**config.mk**
```make
export PLATFORM = sky130hd
export DESIGN_NAME = core_pip_id
export DESIGN_NICKNAME = d
export VERILOG_FILES = /design/src/rtl/core_pip_id.sv
export SDC_FILE = /design/constraint.sdc
export NUM_CORES = 1
export LEC_CHECK = 0
export ABC_AREA = 1
export CORE_MARGIN = 2
export CORE_UTILIZATION = 45
export CTS_CLUSTER_SIZE = 40
export DETAILED_ROUTE_END_ITERATION = 8
export GPL_ROUTABILITY_DRIVEN = 1
export HOLD_SLACK_MARGIN = 0.15
export PLACE_DENSITY_LB_ADDON = 0.3
export SLEW_MARGIN = 5
export SYNTH_ARGS = -nofsm -noshare
export SYNTH_HDL_FRONTEND = slang
export SYNTH_SLANG_ARGS = --single-unit
```
**constraint.sdc**
```tcl
create_clock -name i_Clk -period 3.8 [get_ports i_Clk]
set_input_delay 1.14 -clock i_Clk [delete_from_list [all_inputs] [get_ports i_Clk]]
set_output_delay 1.14 -clock i_Clk [all_outputs]
set_load 0.005 [all_outputs]
```
**src/rtl/core_pip_id.sv**
```systemverilog
// core_pip_id: RV32I instruction decode stage with register-file read,
// immediate generation, load-use hazard detection and a registered ID/EX bundle.
module core_pip_id #(
  parameter int XLEN       = 32,
  parameter int REG_ADDR_W = 5
) (
  input  logic                  i_Clk,
  input  logic                  i_Rstn,
  input  logic                  i_StallEn,
  input  logic                  i_FlushEn,
  input  logic                  i_InstrValid,
  input  logic [31:0]           i_InstrData,
  input  logic [XLEN-1:0]       i_PC,
  output logic [REG_ADDR_W-1:0] o_Rs1Addr,
  output logic [REG_ADDR_W-1:0] o_Rs2Addr,
  input  logic [XLEN-1:0]       i_Rs1Data,
  input  logic [XLEN-1:0]       i_Rs2Data,
  input  logic [REG_ADDR_W-1:0] i_ExRdAddr,
  input  logic                  i_ExMemRead,
  output logic                  o_HazardStall,
  output logic                  o_Valid,
  output logic [XLEN-1:0]       o_PC,
  output logic [XLEN-1:0]       o_Rs1Val,
  output logic [XLEN-1:0]       o_Rs2Val,
  output logic [REG_ADDR_W-1:0] o_Rs1Addr_q,
  output logic [REG_ADDR_W-1:0] o_Rs2Addr_q,
  output logic [REG_ADDR_W-1:0] o_RdAddr,
  output logic [XLEN-1:0]       o_Imm,
  output logic [3:0]            o_AluOp,
  output logic                  o_AluSrcImm,
  output logic                  o_AluSrcPC,
  output logic                  o_MemRead,
  output logic                  o_MemWrite,
  output logic [2:0]            o_MemFunct,
  output logic                  o_RegWrite,
  output logic                  o_Branch,
  output logic [1:0]            o_Jump,
  output logic                  o_Event
);

  localparam logic [6:0] OPC_OP     = 7'b0110011;
  localparam logic [6:0] OPC_OPIMM  = 7'b0010011;
  localparam logic [6:0] OPC_LOAD   = 7'b0000011;
  localparam logic [6:0] OPC_STORE  = 7'b0100011;
  localparam logic [6:0] OPC_BRANCH = 7'b1100011;
  localparam logic [6:0] OPC_LUI    = 7'b0110111;
  localparam logic [6:0] OPC_AUIPC  = 7'b0010111;
  localparam logic [6:0] OPC_JAL    = 7'b1101111;
  localparam logic [6:0] OPC_JALR   = 7'b1100111;

  localparam logic [3:0] ALU_ADD   = 4'd0;
  localparam logic [3:0] ALU_SUB   = 4'd1;
  localparam logic [3:0] ALU_SLL   = 4'd2;
  localparam logic [3:0] ALU_SLT   = 4'd3;
  localparam logic [3:0] ALU_SLTU  = 4'd4;
  localparam logic [3:0] ALU_XOR   = 4'd5;
  localparam logic [3:0] ALU_SRL   = 4'd6;
  localparam logic [3:0] ALU_SRA   = 4'd7;
  localparam logic [3:0] ALU_OR    = 4'd8;
  localparam logic [3:0] ALU_AND   = 4'd9;
  localparam logic [3:0] ALU_PASSB = 4'd10;

  typedef struct packed {
    logic                  valid;
    logic [XLEN-1:0]       pc;
    logic [XLEN-1:0]       rs1_val;
    logic [XLEN-1:0]       rs2_val;
    logic [REG_ADDR_W-1:0] rs1_addr;
    logic [REG_ADDR_W-1:0] rs2_addr;
    logic [REG_ADDR_W-1:0] rd_addr;
    logic [XLEN-1:0]       imm;
    logic [3:0]            alu_op;
    logic                  src_imm;
    logic                  src_pc;
    logic                  mem_read;
    logic                  mem_write;
    logic [2:0]            mem_funct;
    logic                  reg_write;
    logic                  branch;
    logic [1:0]            jump;
    logic                  event_p;
  } bundle_t;

  function automatic logic [3:0] alu_f(input logic [2:0] f3, input logic alt);
    case (f3)
      3'd0:    alu_f = alt ? ALU_SUB : ALU_ADD;
      3'd1:    alu_f = ALU_SLL;
      3'd2:    alu_f = ALU_SLT;
      3'd3:    alu_f = ALU_SLTU;
      3'd4:    alu_f = ALU_XOR;
      3'd5:    alu_f = alt ? ALU_SRA : ALU_SRL;
      3'd6:    alu_f = ALU_OR;
      default: alu_f = ALU_AND;
    endcase
  endfunction

  logic [6:0]            opc;
  logic [2:0]            funct3;
  logic [REG_ADDR_W-1:0] rs1, rs2, rd;
  logic                  is_op, is_opi, is_ld, is_st, is_br, is_lui, is_auipc, is_jal, is_jalr;
  logic                  legal, rs1_used, rs2_used, hazard;
  logic [XLEN-1:0]       imm_i, imm_s, imm_b, imm_u, imm_j;
  bundle_t               dec, held, bad, bundle_d, bundle_q;

  assign opc      = i_InstrData[6:0];
  assign funct3   = i_InstrData[14:12];
  assign rs1      = i_InstrData[19:15];
  assign rs2      = i_InstrData[24:20];
  assign rd       = i_InstrData[11:7];
  assign is_op    = opc == OPC_OP;
  assign is_opi   = opc == OPC_OPIMM;
  assign is_ld    = opc == OPC_LOAD;
  assign is_st    = opc == OPC_STORE;
  assign is_br    = opc == OPC_BRANCH;
  assign is_lui   = opc == OPC_LUI;
  assign is_auipc = opc == OPC_AUIPC;
  assign is_jal   = opc == OPC_JAL;
  assign is_jalr  = opc == OPC_JALR;
  assign legal    = is_op | is_opi | is_ld | is_st | is_br | is_lui | is_auipc | is_jal | is_jalr;
  assign rs1_used = ~(is_lui | is_auipc | is_jal);
  assign rs2_used = is_op | is_st | is_br;

  assign o_Rs1Addr     = rs1;
  assign o_Rs2Addr     = rs2;
  assign hazard        = i_InstrValid & i_ExMemRead & (i_ExRdAddr != '0) &
                         ((rs1_used & (rs1 == i_ExRdAddr)) | (rs2_used & (rs2 == i_ExRdAddr)));
  assign o_HazardStall = hazard;

  assign imm_i = XLEN'($signed(i_InstrData[31:20]));
  assign imm_s = XLEN'($signed({i_InstrData[31:25], i_InstrData[11:7]}));
  assign imm_b = XLEN'($signed({i_InstrData[31], i_InstrData[7], i_InstrData[30:25], i_InstrData[11:8], 1'b0}));
  assign imm_u = XLEN'($signed({i_InstrData[31:12], 12'b0}));
  assign imm_j = XLEN'($signed({i_InstrData[31], i_InstrData[19:12], i_InstrData[20], i_InstrData[30:21], 1'b0}));

  always_comb begin
    dec           = '0;
    dec.valid     = 1'b1;
    dec.pc        = i_PC;
    dec.rs1_val   = i_Rs1Data;
    dec.rs2_val   = i_Rs2Data;
    dec.rs1_addr  = rs1;
    dec.rs2_addr  = rs2;
    dec.rd_addr   = rd;
    dec.imm       = is_st ? imm_s : is_br ? imm_b : (is_lui | is_auipc) ? imm_u :
                    is_jal ? imm_j : is_op ? '0 : imm_i;
    // only shifts-right look at funct7[5] for immediates; ADDI must not become SUB
    dec.alu_op    = is_op  ? alu_f(funct3, i_InstrData[30]) :
                    is_opi ? alu_f(funct3, i_InstrData[30] & (funct3 == 3'd5)) :
                    is_br  ? ALU_SUB : is_lui ? ALU_PASSB : ALU_ADD;
    dec.src_imm   = ~(is_op | is_br);
    dec.src_pc    = is_auipc | is_jal;
    dec.mem_read  = is_ld;
    dec.mem_write = is_st;
    dec.mem_funct = funct3;
    dec.reg_write = (is_op | is_opi | is_ld | is_lui | is_auipc | is_jal | is_jalr) & (rd != '0);
    dec.branch    = is_br;
    dec.jump      = is_jal ? 2'd1 : is_jalr ? 2'd2 : 2'd0;
    held          = bundle_q;
    held.event_p  = 1'b0;
    bad           = '0;
    bad.event_p   = i_InstrValid & ~legal & ~hazard;
    bundle_d      = i_FlushEn ? '0 : i_StallEn ? held :
                    (hazard | ~i_InstrValid | ~legal) ? bad : dec;
  end

  always_ff @(posedge i_Clk)
    if (!i_Rstn) bundle_q <= '0;
    else         bundle_q <= bundle_d;

  assign o_Valid       = bundle_q.valid;
  assign o_PC          = bundle_q.pc;
  assign o_Rs1Val      = bundle_q.rs1_val;
  assign o_Rs2Val      = bundle_q.rs2_val;
  assign o_Rs1Addr_q   = bundle_q.rs1_addr;
  assign o_Rs2Addr_q   = bundle_q.rs2_addr;
  assign o_RdAddr      = bundle_q.rd_addr;
  assign o_Imm         = bundle_q.imm;
  assign o_AluOp       = bundle_q.alu_op;
  assign o_AluSrcImm   = bundle_q.src_imm;
  assign o_AluSrcPC    = bundle_q.src_pc;
  assign o_MemRead     = bundle_q.mem_read;
  assign o_MemWrite    = bundle_q.mem_write;
  assign o_MemFunct    = bundle_q.mem_funct;
  assign o_RegWrite    = bundle_q.reg_write;
  assign o_Branch      = bundle_q.branch;
  assign o_Jump        = bundle_q.jump;
  assign o_Event       = bundle_q.event_p;

endmodule

```
# Word-level counts from Yosys, hierarchy flattened
# Cells that the tools add are included.
# totals
reg_bits	160
input_bits	139
# op_classes
n_eq_ne	17
n_mux	18
bitwise_logic	37
n_reduce_logical	5
# op_table
cell	count
$mux 160	1
$mux 32	5
$pmux 4 s7	2
$eq 7x6->1 const B	3
$eq 7x7->1 const B	3
$or 1x1->1	21
$mux 4	4
$eq 7x5->1 const B	2
$eq 5x5->1	2
$reduce_bool 5->1	2
$and 1x1->1	9
$eq 3x3->1 const B	3
$eq 7x2->1 const B	1
$not 1->1	7
$eq 3x2->1 const B	2
$mux 1	4
$mux 2	2
$reduce_or 4->1	1
$eq 3x1->1 const B	1
$logic_not 3->1	1
$reduce_or 2->1	1

# Longest topological paths before layout
# depth
word_depth	13
mapped_depth	13
mapped_depth_nobuf	11

# Least setup slack after synthesis
# Ideal clock, no wire load.
# synth_path
path_type	input to output
from	input port i_InstrData[1]
to	output port o_HazardStall
t_arrival_ns	2.193
t_required_ns	2.660
path_slack_ns	0.467
cell_stages	11
n_path_buf	2
path_cell_list	nand2_1 -> nor2_1 -> nand2_4 -> nand2_2 -> inv_2 -> nand3_2 -> nand2_1 -> nand2_2 -> buf_8 -> buf_6 -> inv_1
# synth_via
elab_chain_len	7
# synth_rtl
item	line	source
start, declared	12	input logic [31:0] i_InstrData,
$eq 7x6->1 or $eq 7x5->1 (tied branches)	115, 116	
$or 1x1->1 (2 in series)	120	assign rs1_used = ~(is_lui | is_auipc | is_jal);
$not 1->1	120	
$and 1x1->1	126	((rs1_used & (rs1 == i_ExRdAddr)) | (rs2_used & (rs2 == i_ExRdAddr)));
$or 1x1->1 (*)	126	
$and 1x1->1 (*)	125	assign hazard = i_InstrValid & i_ExMemRead & (i_ExRdAddr != '0) &
end, declared	20	output logic o_HazardStall,
# Mark *: on every way between the ends. The rest lies on a longest branch, timed or not.

# Worst setup path after layout
# layout_path
from	input port i_InstrData[2]
to	output port o_HazardStall
# Same word-level chain as after synthesis.

==> run_results.csv <==
group,metric,value,unit
logic_synthesis,synth-simple-area-share,29.9,%
global_route,grt-ovfl-total,0,
die,initial_core_util,46.2,%
sta,worstMarginPinSlew,0.929,ns
setup_path,critPathLaunchType,"primary input",
setup_path,r2r-start,"o_PC[16]$_SDFFE_PP0N_",
drt,viasPerCell,5.49,
die,die_width,129,µm
sta,fmax,269,MHz
setup_path,worstRegToRegCells,2,
hold_path,holdCritStartpoint,"o_Rs2Val[6]$_SDFFE_PP0N_",
power,powerDensity,343,nW/µm²
place,placed_area,10200,µm²
layout,fin_area,10800,µm²
die,die_y,129,µm
power,leakagePower,3.72,nW
logic_synthesis,muxShareOfSynthArea,0,%
clock_network,cts_buffer_depth,2,
power,power.internal,0.00284,W
logic_synthesis,synth_top_area_share,45.5,%
hold_path,hold_path_depth,2,
logic_synthesis,synth_common_cells,"nand2_1, a21oi_1, dfxtp_1",
clock_network,cts_root_buf,"clkbuf_16",
global_route,grt_pass1_wl,37400,µm
setup_path,rrSetupSlack,3.07,ns
power,total_power,0.00371,W
setup_path,r2r_end,"o_PC[16]$_SDFFE_PP0N_",
global_route,grt.total_usage,28.3,%
sta,fin_crit,3.71,ns
logic_synthesis,synthFlopType,"dfxtp_1",
place,io_buffers,309,
clock_network,clk_pin_slew,0.05,ns
drt,ant_nets,0,
drt,routedWlPerCell,17.2,µm
drt,routed_wl,24600,µm
layout,fillers,1251,
sta,period_share,97.7,%
status,status,"completed",
place,gp_congestion,0.886,
logic_synthesis,ys_seq_area_share,45.5,%
layout,drive_above_1_share,7.83,%
logic_synthesis,yosysUniqueCellTypes,29,
setup_path,crit_start,"i_InstrData[2]",
setup_path,cp.required,2.66,ns
setup_path,crit_path_end_kind,"output port",
global_route,antenna_found_initial,0,
setup_path,worstSetupPathType,"in2out",
setup_path,cp_max_fo,3,
sta,slew_headroom,38.1,%
clock_network,cts_tree,"built",
setup_path,cp.arrival,2.57,ns
global_route,grt_start_max_net_pins,161,
clock_network,h-tree-depth,4,
logic_synthesis,synth-edff-count,0,
logic_synthesis,synth_warnings,0,
power,ir_drop,286,µV
die,rows,45,
hold_path,hold_end,"o_Rs2Val[6]$_SDFFE_PP0N_",
logic_synthesis,synth_fa_ha_area_share,0,%
hold_path,hold_class,"reg2reg",
power,seqPwrFrac,45.4,%
layout,area_delta_synth_final,53.4,%
sta,skew,0,ns
drt,first_pass_iters,6,
drt,drc,0,
logic_synthesis,post_synth_xor_area_fraction,0.871,%
drt,via_count,7825,
power,p_switching,0.000868,W
sta,finalHoldViolCount,0,
logic_synthesis,syn_avg_cell_area,7.56,µm²
logic_synthesis,synth_top_family_by_area,"simple AND/OR/NAND/NOR gates",
sta,hold_ws,0.462,ns
logic_synthesis,ys_ff_latch,160,
clock_network,cts_buffers,17,
die,coreArea,15300,µm²
logic_synthesis,yosysTopAreaCell,"dfxtp_1",
power,combPwrFrac,10.7,%
die,dieArea,16700,µm²
power,pwr-share-clk,43.9,%
die,ios,310,
logic_synthesis,netlist_area,7040,µm²
run,cap_violations,0,
sta,rsz0062_at_grt,"false",
sta,drv_slew,0,
logic_synthesis,synth-compound-area-share,13.7,%
clock_network,clk_latency,0.41,ns
logic_synthesis,synthTopCellsByArea,"dfxtp_1, nand4_1, a21oi_1",
layout,nets,1340,
layout,utilization,70.8,%
layout,diodes,0,
logic_synthesis,synth_fp_nets,1071,
sta,finalSetupViolCount,0,
drt,drt_iter0_markers,726,
place,hpwl,16500,µm
layout,multi_input_area,3170,µm²
logic_synthesis,synth_most_common_cell,"nand2_1",
layout,regArea,3200,µm²
clock_network,clock-sinks,160,
power,swShare,23.4,%
logic_synthesis,synthArstFlopShare,0,%
logic_synthesis,postSynthCellCount,932,
global_route,first_global_vias,6915,
-- critical path: stages --
cell and delay (ns):
clkdlybuf4s50_1 0.44, inv_2 0.07, nand2_1 0.08, nor2_4 0.14, nand2_2 0.08, nand2_2 0.07
nand3_1 0.09, nand2_2 0.10, nand2_4 0.06, inv_1 0.05, dlygate4sd2_1 0.25
-- layout make-up --
| cell class | count | area share, % |
|---|---|---|
| multi-input combinational | 632 | 29.3 |
| clock inverter | 10 | 1.05 |
| sequential | 160 | 29.6 |
| inverter | 40 | 1.42 |
| timing repair buffer | 350 | 32.0 |
| clock buffer | 22 | 4.11 |
| tap | 211 | 2.44 |
-- cell usage in the layout, fill, tap and decap left out --
cell type        instances
xor2_1                   5
a21boi_0                 1
clkinv_1                 2
buf_4                   38
nand3_1                 12
dlymetal6s2s_1           2
dlygate4sd2_1            4
inv_4                    1
nor3_1                   1
o211ai_1                 2
nand3_2                  5
clkinv_2                 4
nand2_1                211
o22ai_1                  2
nor2_1                  32
dfxtp_1                160
nand4_1                158
nor2_4                   3
nor4_1                   2
xnor2_1                  2
clkdlybuf4s50_1        301
nor2_2                   1
nand2_2                  6
clkbuf_1                 5
clkbuf_16               17
o21ai_0                  4
buf_12                   5
nand2_4                  3
inv_1                   31
clkinv_4                 1
a21oi_1                182
bufinv_16                2
clkinvlp_4               4
inv_2                    5
-- cell families after synthesis --
kind of cell              count (synthesis)
DFF                                     160
buffers and inverters                   140
AOI/OAI and AO/OA                       191
xor gates and xnor gates                  7
and+or+nand+nor                         434
-- how the worst max path moves through the flow --
stage                               end
final                     o_HazardStall
after global routing      o_HazardStall
after CTS                 o_HazardStall
after detailed placement  o_HazardStall
after global placement    o_HazardStall
after floorplan           o_HazardStall
-- through the flow --
step / setup TNS, ns / instances / setup slack (ns)
floorplan: 0 / 932 / 0.467
global placement: -0.221 / 1391 / -0.221
detailed placement: -0.280 / 1391 / -0.280
CTS: 0 / 1425 / 0.0481
global route: 0 / 1425 / 0.0129
finish: 0 / 1425 / 0.0881
-- power groups by stage --
stage / registers (W) / logic [W] / clock network [W]
floorplan: 0.00172 / 0.000156 / 0
global placement: 0.00172 / 0.000392 / 0
detailed placement: 0.00172 / 0.000391 / 0
CTS: 0.00168 / 0.000395 / 0.00165
global route: 0.00168 / 0.000425 / 0.00172
finish: 0.00168 / 0.000398 / 0.00163
-- layer usage --
layer	wire [µm]	global-route usage (%)
met1	9780	35.2
met5	0	0
met2	11900	47.9
met3	2040	7.14
met4	811	10.0
-- flip-flops by register name, indices dropped and copies added, names as in the netlist --
signal and cells:
o_Imm 32, o_PC 32, o_Rs1Val 32, o_Rs2Val 32, o_RdAddr 5, o_Rs1Addr_q 5
o_Rs2Addr_q 5, o_AluOp 4, o_MemFunct 3, o_Jump 2, o_AluSrcImm 1, o_AluSrcPC 1
o_Branch 1, o_Event 1, o_MemRead 1, o_MemWrite 1, o_RegWrite 1, o_Valid 1
-- what timing repair did --
action / in CTS / in global routing
pin swaps: 0 / 2
buffers inserted: 2 / 0
resized for setup: 7 / 6
endpoints found under the setup margin: 1 / 1
hold buffers: 0 / 0
Note: power is estimated with default switching activity, not from simulation.
